`src/rtl/rob_pkg.sv`:
```
// Shared encodings and widths for the wide reorder buffer.
// Defining ROB_DUAL_COMMIT_EN selects two commit lanes instead of one.
package rob_pkg;

  localparam int XLEN = 32;
  localparam int REGW = 5;

`ifdef ROB_DUAL_COMMIT_EN
  localparam int NC = 2;
`else
  localparam int NC = 1;
`endif

  typedef enum logic [1:0] {
    TYPE_ALU = 2'd0,
    TYPE_BR  = 2'd1,
    TYPE_ST  = 2'd2,
    TYPE_LD  = 2'd3
  } rob_type_e;

  function automatic logic writesReg(rob_type_e t);
    return (t == TYPE_ALU) || (t == TYPE_LD);
  endfunction

endpackage

```
`src/rtl/rob_ptr_inc.sv`:
```
// Advances a ROB pointer by 1 or 2, wrapping from DEPTH-1 back to 1 so that
// slot 0 (the "no dependency" alias) is never produced.
module rob_ptr_inc #(
  parameter  int DEPTH = 16,
  localparam int AW    = $clog2(DEPTH)
) (
  input  logic [AW-1:0] ptr_i,
  input  logic [1:0]    step_i,
  output logic [AW-1:0] next_o
);

  logic [AW:0] sum;
  logic [AW:0] wrapped;

  always_comb begin
    sum     = {1'b0, ptr_i} + {{(AW-1){1'b0}}, step_i};
    wrapped = sum;
    if (sum >= (AW+1)'(DEPTH)) begin
      wrapped = sum - (AW+1)'(DEPTH - 1);
    end
    next_o = wrapped[AW-1:0];
  end

endmodule

```
`src/rtl/rob_wide.sv`:
```
// Reorder buffer with multi-port writeback, operand bypass and in-order commit.
// ROB_DUAL_COMMIT_EN adds a second commit lane retiring head+1 alongside head.
module rob_wide
  import rob_pkg::*;
#(
  parameter  int DEPTH  = 16,
  parameter  int NUM_WB = 2,
  localparam int AW     = $clog2(DEPTH)
) (
  input  logic                   clk,
  input  logic                   rst,
  input  logic                   rdy,
  output logic                   full,
  input  logic                   issue_valid,
  input  logic [XLEN-1:0]        issue_pc,
  input  logic [REGW-1:0]        issue_rd,
  input  logic [1:0]             issue_type,
  input  logic                   issue_pred_taken,
  output logic [AW-1:0]          issue_alias,
  input  logic [AW-1:0]          qj,
  input  logic [AW-1:0]          qk,
  output logic                   vj_ok,
  output logic                   vk_ok,
  output logic [XLEN-1:0]        vj,
  output logic [XLEN-1:0]        vk,
  input  logic [NUM_WB-1:0]      wb_valid,
  input  logic [NUM_WB*AW-1:0]   wb_alias,
  input  logic [NUM_WB*XLEN-1:0] wb_data,
  input  logic [NUM_WB-1:0]      wb_taken,
  input  logic [NUM_WB*XLEN-1:0] wb_target,
  output logic [NC-1:0]          cm_valid,
  output logic [NC*REGW-1:0]     cm_rd,
  output logic [NC*AW-1:0]       cm_alias,
  output logic [NC*XLEN-1:0]     cm_data,
  output logic                   st_commit,
  output logic [AW-1:0]          st_alias,
  output logic                   bp_update,
  output logic [XLEN-1:0]        bp_pc,
  output logic                   bp_taken,
  output logic                   rollback,
  output logic [XLEN-1:0]        rollback_pc
);

  localparam logic [AW-1:0] FIRST     = AW'(1);
  localparam logic [AW:0]   MAX_COUNT = (AW+1)'(DEPTH - 1);
  localparam logic [AW:0]   FULL_AT   = (AW+1)'(DEPTH - 2);
  localparam logic [AW:0]   CNT_ONE   = (AW+1)'(1);

  logic [AW-1:0]   head_q, tail_q, headNext, tailNext;
  logic [AW:0]     count_q, count_d;
  logic [DEPTH-1:0] entryValid_q, entryReady_q, entryTaken_q, entryPred_q;
  logic [XLEN-1:0] entryPc_q [DEPTH];
  logic [XLEN-1:0] entryData_q [DEPTH];
  logic [XLEN-1:0] entryTarget_q [DEPTH];
  logic [REGW-1:0] entryRd_q [DEPTH];
  rob_type_e       entryType_q [DEPTH];

  logic [NC-1:0]      cm_valid_q;
  logic [NC*REGW-1:0] cm_rd_q;
  logic [NC*AW-1:0]   cm_alias_q;
  logic [NC*XLEN-1:0] cm_data_q;
  logic               st_commit_q, bp_update_q, bp_taken_q, rollback_q;
  logic [AW-1:0]      st_alias_q;
  logic [XLEN-1:0]    bp_pc_q, rollback_pc_q;

  logic      headReady, retire2, mispredict, issueFire;
  logic [1:0] headStep;
  rob_type_e headType;

  rob_ptr_inc #(.DEPTH(DEPTH)) incTail (.ptr_i(tail_q), .step_i(2'd1), .next_o(tailNext));
  rob_ptr_inc #(.DEPTH(DEPTH)) incHead (.ptr_i(head_q), .step_i(headStep), .next_o(headNext));

`ifdef ROB_DUAL_COMMIT_EN
  logic [AW-1:0] headNext1;
  rob_ptr_inc #(.DEPTH(DEPTH)) incHead1 (.ptr_i(head_q), .step_i(2'd1), .next_o(headNext1));
`endif

  always_comb begin
    headType   = entryType_q[head_q];
    headReady  = entryValid_q[head_q] & entryReady_q[head_q];
    mispredict = headReady && (headType == TYPE_BR) &&
                 (entryTaken_q[head_q] != entryPred_q[head_q]);
`ifdef ROB_DUAL_COMMIT_EN
    retire2 = headReady && writesReg(headType) && (headNext1 != tail_q) &&
              entryValid_q[headNext1] && entryReady_q[headNext1] &&
              writesReg(entryType_q[headNext1]);
`else
    retire2 = 1'b0;
`endif
    headStep  = retire2 ? 2'd2 : 2'd1;
    issueFire = issue_valid && (count_q != MAX_COUNT) && !mispredict;
    count_d   = count_q;
    if (issueFire) count_d = count_d + CNT_ONE;
    if (headReady) count_d = count_d - CNT_ONE;
    if (retire2)   count_d = count_d - CNT_ONE;
  end

  // Operand query: alias 0 never resolves; live writebacks beat stored state.
  always_comb begin
    vj_ok = 1'b0;
    vj    = '0;
    vk_ok = 1'b0;
    vk    = '0;
    if (qj != '0) begin
      vj_ok = entryReady_q[qj];
      vj    = entryData_q[qj];
      for (int p = 0; p < NUM_WB; p++) begin
        if (wb_valid[p] && (wb_alias[p*AW +: AW] == qj)) begin
          vj_ok = 1'b1;
          vj    = wb_data[p*XLEN +: XLEN];
        end
      end
    end
    if (qk != '0) begin
      vk_ok = entryReady_q[qk];
      vk    = entryData_q[qk];
      for (int p = 0; p < NUM_WB; p++) begin
        if (wb_valid[p] && (wb_alias[p*AW +: AW] == qk)) begin
          vk_ok = 1'b1;
          vk    = wb_data[p*XLEN +: XLEN];
        end
      end
    end
  end

  always_ff @(posedge clk) begin
    if (rst) begin
      head_q        <= FIRST;
      tail_q        <= FIRST;
      count_q       <= '0;
      entryValid_q  <= '0;
      entryReady_q  <= '0;
      cm_valid_q    <= '0;
      cm_rd_q       <= '0;
      cm_alias_q    <= '0;
      cm_data_q     <= '0;
      st_commit_q   <= 1'b0;
      st_alias_q    <= '0;
      bp_update_q   <= 1'b0;
      bp_pc_q       <= '0;
      bp_taken_q    <= 1'b0;
      rollback_q    <= 1'b0;
      rollback_pc_q <= '0;
    end else if (!rdy) begin
      cm_valid_q  <= '0;
      st_commit_q <= 1'b0;
      bp_update_q <= 1'b0;
      rollback_q  <= 1'b0;
    end else begin
      cm_valid_q  <= '0;
      st_commit_q <= 1'b0;
      bp_update_q <= 1'b0;
      rollback_q  <= 1'b0;
      if (headReady) begin
        case (headType)
          TYPE_ST: begin
            st_commit_q <= 1'b1;
            st_alias_q  <= head_q;
          end
          TYPE_BR: begin
            bp_update_q <= 1'b1;
            bp_pc_q     <= entryPc_q[head_q];
            bp_taken_q  <= entryTaken_q[head_q];
            if (entryRd_q[head_q] != '0) begin
              cm_valid_q[0]          <= 1'b1;
              cm_rd_q[REGW-1:0]      <= entryRd_q[head_q];
              cm_alias_q[AW-1:0]     <= head_q;
              cm_data_q[XLEN-1:0]    <= entryData_q[head_q];
            end
          end
          default: begin
            cm_valid_q[0]       <= 1'b1;
            cm_rd_q[REGW-1:0]   <= entryRd_q[head_q];
            cm_alias_q[AW-1:0]  <= head_q;
            cm_data_q[XLEN-1:0] <= entryData_q[head_q];
          end
        endcase
      end
      // A mispredicted branch flushes everything younger, including this edge's traffic.
      if (mispredict) begin
        rollback_q    <= 1'b1;
        rollback_pc_q <= entryTaken_q[head_q] ? entryTarget_q[head_q]
                                              : entryPc_q[head_q] + 32'd4;
        entryValid_q  <= '0;
        entryReady_q  <= '0;
        head_q        <= FIRST;
        tail_q        <= FIRST;
        count_q       <= '0;
      end else begin
        for (int p = 0; p < NUM_WB; p++) begin
          if (wb_valid[p] && (wb_alias[p*AW +: AW] != '0) &&
              entryValid_q[wb_alias[p*AW +: AW]]) begin
            entryReady_q[wb_alias[p*AW +: AW]] <= 1'b1;
          end
        end
        if (headReady) begin
          entryValid_q[head_q] <= 1'b0;
          entryReady_q[head_q] <= 1'b0;
          head_q               <= headNext;
        end
`ifdef ROB_DUAL_COMMIT_EN
        if (retire2) begin
          entryValid_q[headNext1]    <= 1'b0;
          entryReady_q[headNext1]    <= 1'b0;
          cm_valid_q[1]              <= 1'b1;
          cm_rd_q[REGW +: REGW]      <= entryRd_q[headNext1];
          cm_alias_q[AW +: AW]       <= headNext1;
          cm_data_q[XLEN +: XLEN]    <= entryData_q[headNext1];
        end
`endif
        if (issueFire) begin
          entryValid_q[tail_q] <= 1'b1;
          entryReady_q[tail_q] <= 1'b0;
          tail_q               <= tailNext;
        end
        count_q <= count_d;
      end
    end
  end

  // Entry payload needs no reset: it is only observed through valid/ready.
  always_ff @(posedge clk) begin
    if (!rst && rdy && !mispredict) begin
      for (int p = 0; p < NUM_WB; p++) begin
        if (wb_valid[p] && (wb_alias[p*AW +: AW] != '0) &&
            entryValid_q[wb_alias[p*AW +: AW]]) begin
          entryData_q[wb_alias[p*AW +: AW]]   <= wb_data[p*XLEN +: XLEN];
          entryTaken_q[wb_alias[p*AW +: AW]]  <= wb_taken[p];
          entryTarget_q[wb_alias[p*AW +: AW]] <= wb_target[p*XLEN +: XLEN];
        end
      end
      if (issueFire) begin
        entryPc_q[tail_q]   <= issue_pc;
        entryRd_q[tail_q]   <= issue_rd;
        entryType_q[tail_q] <= rob_type_e'(issue_type);
        entryPred_q[tail_q] <= issue_pred_taken;
      end
    end
  end

  assign full        = (count_q >= FULL_AT);
  assign issue_alias = tail_q;
  assign cm_valid    = cm_valid_q & {NC{rdy}};
  assign cm_rd       = cm_rd_q;
  assign cm_alias    = cm_alias_q;
  assign cm_data     = cm_data_q;
  assign st_commit   = st_commit_q & rdy;
  assign st_alias    = st_alias_q;
  assign bp_update   = bp_update_q & rdy;
  assign bp_pc       = bp_pc_q;
  assign bp_taken    = bp_taken_q;
  assign rollback    = rollback_q & rdy;
  assign rollback_pc = rollback_pc_q;

endmodule

```
`config.mk`:
```
export PLATFORM = sky130hd
export DESIGN_NAME = rob_wide
export DESIGN_NICKNAME = d
export VERILOG_FILES = /design/src/rtl/rob_pkg.sv /design/src/rtl/rob_ptr_inc.sv /design/src/rtl/rob_wide.sv
export SDC_FILE = /design/constraint.sdc
export NUM_CORES = 2
export LEC_CHECK = 0
export BUFFER_PORTS_ARGS = -buffer_cell sky130_fd_sc_hd__buf_4
export CAP_MARGIN = 30
export CORE_MARGIN = 5
export CORE_UTILIZATION = 30
export CTS_BUF_LIST = sky130_fd_sc_hd__clkbuf_2
export CTS_CLUSTER_SIZE = 12
export DETAILED_ROUTE_END_ITERATION = 12
export SYNTH_ARGS = -nofsm -noshare
export SYNTH_HDL_FRONTEND = slang
export SYNTH_SLANG_ARGS = --single-unit
```
`constraint.sdc`:
```
create_clock -name clk -period 16.85 [get_ports clk]
set_input_delay 3.37 -clock clk [delete_from_list [all_inputs] [get_ports clk]]
set_output_delay 3.37 -clock clk [all_outputs]
set_load 0.01 [all_outputs]
```
# Word level (Yosys, flattened, before mapping)
# Memories as Yosys holds them, arrays and structs flattened. A register that Yosys moved wholly into a read port is not among the register bits.
# Cells that the tools add are included.
dict set report word_totals {
  ff_bits 191
  latch_bits 0
  ram_bits 1648
  mem_bits_ro 0
  in_bits 192
  output_inout_bits 185
  word_cells 206
  n_memories 5
}
# memory depth width rd rd_ports_with_merged_regs wr line_no
set memory_table {}
lappend memory_table {entryData_q 16 32 3 1 2 rob_wide.sv:53} ;# logic [XLEN-1:0] entryData_q [DEPTH];
lappend memory_table {entryPc_q 16 32 1 1 1 rob_wide.sv:52} ;# logic [XLEN-1:0] entryPc_q [DEPTH];
lappend memory_table {entryTarget_q 16 32 1 1 2 rob_wide.sv:54} ;# logic [XLEN-1:0] entryTarget_q [DEPTH];
lappend memory_table {entryRd_q 16 5 1 1 1 rob_wide.sv:55} ;# logic [REGW-1:0] entryRd_q [DEPTH];
lappend memory_table {entryType_q 16 2 1 1 1 rob_wide.sv:56} ;# rob_type_e entryType_q [DEPTH];
dict set report op_classes {
  n_addsub 7
  n_mul 0
  div 0
  n_lt_le_gt_ge 13
  n_eq_ne 9
  shifts 0
  n_mux 102
  n_bitwise 16
  reduce_logical 36
}
# op n
set op_table {}
lappend op_table {{$mux 16} 23}
lappend op_table {{$mux 32} 8}
lappend op_table {{$mux 4} 17}
lappend op_table {{$pmux 32 s2} 1}
lappend op_table {{$and 16x16->16} 3}
lappend op_table {{$bwmux 16} 3}
lappend op_table {{$or 16x16->16} 3}
lappend op_table {{$add 32x3->32 const B} 1}
lappend op_table {{$bmux 1 s4} 8}
lappend op_table {{$not 16->16} 2}
lappend op_table {{$mux 1} 31}
lappend op_table {{$lt 4x5->1 const B} 6}
lappend op_table {{$mux 5} 4}
lappend op_table {{$logic_and 1x1->1} 18}
lappend op_table {{$demux 1 s4} 4}
lappend op_table {{$eq 4x4->1} 4}
lappend op_table {{$ge 4x1->1 const B} 4}
lappend op_table {{$reduce_bool 4->1} 4}
lappend op_table {{$add 4x1->5 const B} 2}
lappend op_table {{$ge 5x5->1 const B} 2}
lappend op_table {{$pmux 5 s2} 1}
lappend op_table {{$pmux 4 s2} 1}
lappend op_table {{$reduce_and 2->1} 4}
lappend op_table {{$sub 4x4->4 const B} 2}
lappend op_table {{18 further kinds} 27}

# Logic depth before layout (Yosys ltp)
dict set report logic_depth {
  ltp_word 22
  mapped_depth 16
  depth_no_buf 11
}

# Hierarchy
# A second synthesis with hierarchy kept.
dict set report hier_totals {
  hier_cells 5462
  hier_area_um2 93488.4
}
# mod n_inst cells_per_inst area_each_um2 seq_area_each_um2
set modules_own_cells {}
lappend modules_own_cells {rob_wide 1 5432 93208.1 53711.5}
lappend modules_own_cells {rob_ptr_inc 2 15 140.1 0.0}

# Least setup slack after synthesis
# No wires, ideal clock.
dict set report synth_timing {
  path_kind {in2out}
  startpoint {input port qk[0]}
  endpoint {output port vk[20]}
  t_arrival_ns 5.921
  required_ns 13.480
  setup_slack_ns 7.559
  stages 7
  path_buffers 3
  path_cell_list {clkbuf_1 buf_1 buf_1 mux4_2 mux4_2 mux2i_1 a211oi_1}
}
dict set report synth_via {
  elab_chain_len 5
  word_cells_on_any_way 9
  classes_between {2 x eq/ne; 3 x mux; 3 x reduce/logical; 1 x memory}
}
# element line_no
set synth_lines {}
lappend synth_lines {{from (decl)} rob_wide.sv:21} ;# input logic [AW-1:0] qk,
lappend synth_lines {{branches (longest 4 deep; another with $mem_v2 16x32)} n/a}
lappend synth_lines {{$mux 32 *} rob_wide.sv:114} ;# if (qk != '0) begin
lappend synth_lines {{to (decl)} rob_wide.sv:25} ;# output logic [XLEN-1:0] vk,
# Mark *: on every way between the ends.

# Worst setup path after layout
dict set report layout_timing {
  startpoint {input port qj[2]}
  endpoint {output port vj[4]}
}
dict set report layout_via {
  elab_chain_len 5
  word_cells_on_any_way 9
  classes_between {2 x eq/ne; 3 x mux; 3 x reduce/logical; 1 x memory}
}
# element line_no
set layout_lines {}
lappend layout_lines {{from (decl)} rob_wide.sv:20} ;# input logic [AW-1:0] qj,
lappend layout_lines {{branches (longest 4 deep; another with $mem_v2 16x32)} n/a}
lappend layout_lines {{$mux 32 *} rob_wide.sv:104} ;# if (qj != '0) begin
lappend layout_lines {{to (decl)} rob_wide.sv:24} ;# output logic [XLEN-1:0] vj,
# Marks and branches as above.

==> key figures <==
Global routing
  – Gr usage total: between 10% and 20%
  – Number of global-route vias before repair: 58200
  – Largest net degree at the start of global routing: 143
  – Antenna violations before repair: 92
  – Global-route congestion overflow total: 0
  – First-pass GRT wire length: about 450000 um

Clock tree
  – Clock latency on the worst-skew pair: roughly 1900 ps
  – Clock-pin transition on the worst setup and hold timing paths: approximately 90 ps
  – Post-CTS Setup Inserts: 0
  – CTS Root Buffer Type: sky130_fd_sc_hd__clkbuf_2
  – Clock Path Buffers: 4
  – Number of H-tree levels: 5
  – Post-cts gate resize count: 0
  – CTS tree: yes
  – Cts bufs inserted: 478
  – Number of clock sinks seen by CTS: roughly 1800
  – Number of hold buffers added after CTS: 0

Synth
  – Number of warning messages in the yosys log: 0
  – Area fraction of the dominant cell type after synthesis: between 50% and 60%
  – Portion of netlist area occupied by mux cells: about 33%
  – Synthesized area per cell: about 17 um^2
  – Synthesized netlist cell count: 5484
  – Register area share after synthesis: between 50% and 60%
  – Mapped cell area: 0.0942 mm^2
  – Area contributors post-synth: sky130_fd_sc_hd__edfxtp_1 54%, sky130_fd_sc_hd__mux4_2 19%, sky130_fd_sc_hd__mux2_2 11%, sky130_fd_sc_hd__dfxtp_1 3.5%, sky130_fd_sc_hd__mux2i_1 1.9%
  – Simple-gate area share of the yosys netlist: between 2 and 3%
  – Most used flip-flop cell after synthesis: sky130_fd_sc_hd__edfxtp_1
  – Cell variety after synth: 79
  – Fraction of the mapped netlist area in compound gates: 2.83%
  – Post-synth EDFFs: about 1700
  – Fraction of registers with async set/reset: 0%
  – Post-synthesis share of cell area spent on full adders, half adders and majority gates: less than 1%
  – Top cell type by total area after synthesis: sky130_fd_sc_hd__edfxtp_1
  – Most frequent cells after synthesis: 1680 x sky130_fd_sc_hd__edfxtp_1, 905 x sky130_fd_sc_hd__mux2_2, 790 x sky130_fd_sc_hd__mux4_2, 317 x sky130_fd_sc_hd__clkbuf_1, 251 x sky130_fd_sc_hd__nor2_1
  – Dominant combinational cell family by area after synthesis: multiplexers
  – Flops & latches, synth: ~1800
  – Area share of xor/xnor cells in the synthesized design: less than 1%
  – Count leader, synth: sky130_fd_sc_hd__edfxtp_1

Critical path
  – Worst reg2reg setup slack: 9560 ps
  – Data required time of the worst path: roughly 13000 ps
  – Buffering stage count on the worst path with inverters included: 4
  – Critical Path Sink Type: output pin
  – Critical Path Slowest Stage Cell: sky130_fd_sc_hd__a211oi_1
  – CP top delay family: buffers and inverters
  – Destination of the worst register-to-register timing path: entryData_q[12][17]$_DFFE_PP_
  – WP data arrival: between 7000 and 8000 ps
  – Worst setup path end: vj[4]
  – Delay of the slowest cell on the worst path: between 900 and 1000 ps
  – Critical path type: input pin to output pin
  – Worst path most repeated cell: sky130_fd_sc_hd__buf_4
  – Critical path, cell by cell: buf_4 -> buf_4 -> xor2_1 -> nor4_2 -> buf_4 -> a21oi_1 -> a211oi_1 -> buf_4
  – Nature of the critical path startpoint: input pin
  – Depth of the worst register-to-register path: 12
  – Largest fanout on the critical path: 47
  – Logic depth of the worst setup path including buffers: 8
  – Origin of the worst setup path: qj[2]

Power and ir drop
  – Final Power: between 0.008 and 0.009 W
  – Worst-case vdd ir drop: between 0.00005 and 0.00006 V
  – Leakage power summed over all cells: approximately 35 nW
  – Pwr/cell area: between 80 and 90 mW/mm^2

Status
  – Result of the run: finished, final reports clean

Drt
  – Final routed DRC violation total: 0
  – Final wirelength: 322000 um
  – Detailed-route wire length per cell: between 30 and 40 um
  – Routed vias: 57700
  – Number of detailed-route iterations in the first pass: 7
  – Vias/cell: about 5.5
  – Post-DRT Antenna Nets: 0
  – Number of DRC markers after the initial detailed-route iteration: around 7300

Timing
  – Number of slew-limit violations in the final report: 0
  – Total count of hold-check failures in the final report: 0
  – Unrepaired setup endpoints after global routing: no
  – Max-Slew Margin vs Limit: ~17%
  – Final period utilization: 64.5%
  – Worst-case clock skew: around 370 ps
  – Actual slew at the worst max-slew pin: roughly 1200 ps
  – Crit path time final: 10870 ps
  – Highest attainable clock frequency: around 90 MHz
  – Sum Neg Setup Slack: 0 ps
  – Final setup violating endpoints: 0

Placed design
  – Placer's final routability congestion estimate: between 0.8 and 0.9
  – Dpl hpwl: 186000 um
  – Post-detailed-placement cell area: a little over 0.1 mm^2
  – PortBufs: between 300 and 400

Floorplanning
  – Total die area: 0.325 mm^2
  – Number of top-level pins: 377
  – Die W: ~570 um
  – Row cnt: 205
  – Height of the chip: approximately 570 um
  – Core outline area: around 0.31 mm^2
  – Effective utilization at floorplan: 30.2%

Final layout
  – Synthesis-to-layout area growth: 11.8%
  – Net count of the finished layout: about 6100
  – Finished Core Util: about a third
  – Filler Cell Count: 30100
  – Final cell area excluding filler cells: ~0.11 mm^2
  – Share of cells above drive strength 1: 48.6%

Flow run
  – Max-cap violations: 0

Hold path
  – Tightest Hold Check Type: flip-flop to flip-flop
[worst reg2reg max path: stages (launching register included)]
cell and delay, ps:
sky130_fd_sc_hd__dfxtp_4 840, sky130_fd_sc_hd__buf_4 780, sky130_fd_sc_hd__buf_4 890, sky130_fd_sc_hd__mux4_2 670, sky130_fd_sc_hd__a22oi_1 180, sky130_fd_sc_hd__and3_1 260, sky130_fd_sc_hd__nand2_2 220, sky130_fd_sc_hd__o31ai_4 220
sky130_fd_sc_hd__buf_4 420, sky130_fd_sc_hd__inv_2 440, sky130_fd_sc_hd__nand2_4 710, sky130_fd_sc_hd__buf_4 930, sky130_fd_sc_hd__mux2_2 440
[registers in the layout, indices dropped and copies added (netlist names), 16 cells and up, named ones only]
signal         flops
entryValid_q      16
entryData_q      512
rollback_pc       32
cm_data           32
entryReady_q      16
entryPc_q        512
entryPred_q       16
entryType_q       32
bp_pc             32
entryRd_q         80
entryTaken_q      16
entryTarget_q    512
[stage by stage]
| step | setup WS (ps) | hold WS [ps] | instances |
|---|---|---|---|
| 3_3_place_gp | 6010 | 441 | 9553 |
| 4_1_cts | 6030 | 469 | 10400 |
| 2_1_floorplan | 7560 | 453 | 5547 |
| 3_5_place_dp | 6050 | 447 | 9565 |
| 5_1_grt | 5650 | 500 | 10400 |
| 6_report | 5980 | 482 | 10400 |
[layout by cell type, fill, tap and decap left out, types with 8 or more instances in the layout]
master and n:
sky130_fd_sc_hd__mux4_1 30, sky130_fd_sc_hd__and2_1 22, sky130_fd_sc_hd__buf_12 11, sky130_fd_sc_hd__nor2b_1 42, sky130_fd_sc_hd__o211ai_1 10, sky130_fd_sc_hd__a311oi_1 12, sky130_fd_sc_hd__xnor2_1 22, sky130_fd_sc_hd__nor2_1 232
sky130_fd_sc_hd__nand3_1 31, sky130_fd_sc_hd__clkinv_1 81, sky130_fd_sc_hd__edfxtp_1 1680, sky130_fd_sc_hd__a21oi_1 85, sky130_fd_sc_hd__nor4_1 11, sky130_fd_sc_hd__nor3_1 33, sky130_fd_sc_hd__a21o_1 12, sky130_fd_sc_hd__mux2i_1 176
sky130_fd_sc_hd__o21ai_0 50, sky130_fd_sc_hd__or3_1 8, sky130_fd_sc_hd__ha_1 14, sky130_fd_sc_hd__clkbuf_2 727, sky130_fd_sc_hd__dfxtp_1 160, sky130_fd_sc_hd__a211oi_1 133, sky130_fd_sc_hd__nand4_1 9, sky130_fd_sc_hd__buf_4 488
sky130_fd_sc_hd__and3_1 21, sky130_fd_sc_hd__a31oi_1 9, sky130_fd_sc_hd__diode_2 33, sky130_fd_sc_hd__nand2_1 93, sky130_fd_sc_hd__conb_1 64, sky130_fd_sc_hd__mux2_1 61, sky130_fd_sc_hd__nor2_4 24, sky130_fd_sc_hd__inv_1 24
sky130_fd_sc_hd__mux2_2 905, sky130_fd_sc_hd__xor2_1 25, sky130_fd_sc_hd__mux4_2 790
[report_power, final]
group,internal [W],switching (W)
clock network,0.00121,0.00191
logic,0.000268,0.000333
registers,0.00500,0.0000104
[kinds of logic (layout without fill, tap and decap cells)]
logic type / Yosys count / in the layout
multiplexers: 1962 / 1962
flip-flops: 1843 / 1843
adder cells (fa/ha/maj): 14 / 14
other: 1 / 97
buffers and inverters: 656 / 1369
XOR/XNOR: 48 / 48
AO/OA/AOI/OAI: 383 / 383
AND/OR/NAND/NOR: 577 / 577
[layout make-up]
class | instances | area [um^2] | share of cell area, %
tap | 4140 | 5180 | 4.92
multi-input combinational | 3048 | 37900 | 36.0
timing repair buffer | 511 | 4120 | 3.91
antenna | 33 | 82.6 | 0.0784
clock buffer | 727 | 3640 | 3.45
clock inverter | 105 | 569 | 0.540
sequential | 1843 | 53700 | 51.0
inverter | 26 | 105 | 0.0998
[layer usage]
layer  wire, um  GRT usage, %  share of wire, %  vias to the layer above
met2     149000          30.2                46                     3292
met1     130000          25.9                40                    30300
met5        212             0             0.066                        -
li1           -             -                 -                    23500
met3      32100          4.97                10                      675
met4      11200          6.60               3.5                       34
[worst min-delay path by stage]
stage	startpoint	end	slack, ps	depth (start not counted)
floorplan	entryReady_q[5]$_SDFFE_PP0P_	entryReady_q[5]$_SDFFE_PP0P_	450	1
global placement	entryTaken_q[0]$_DFFE_PP_	entryTaken_q[0]$_DFFE_PP_	440	0
detailed placement	entryTaken_q[0]$_DFFE_PP_	entryTaken_q[0]$_DFFE_PP_	450	0
CTS	entryTaken_q[0]$_DFFE_PP_	entryTaken_q[0]$_DFFE_PP_	470	0
global route	entryTaken_q[0]$_DFFE_PP_	entryTaken_q[0]$_DFFE_PP_	500	0
finish	entryTaken_q[0]$_DFFE_PP_	entryTaken_q[0]$_DFFE_PP_	480	0
No activity file was read; power rests on OpenSTA's default activity.
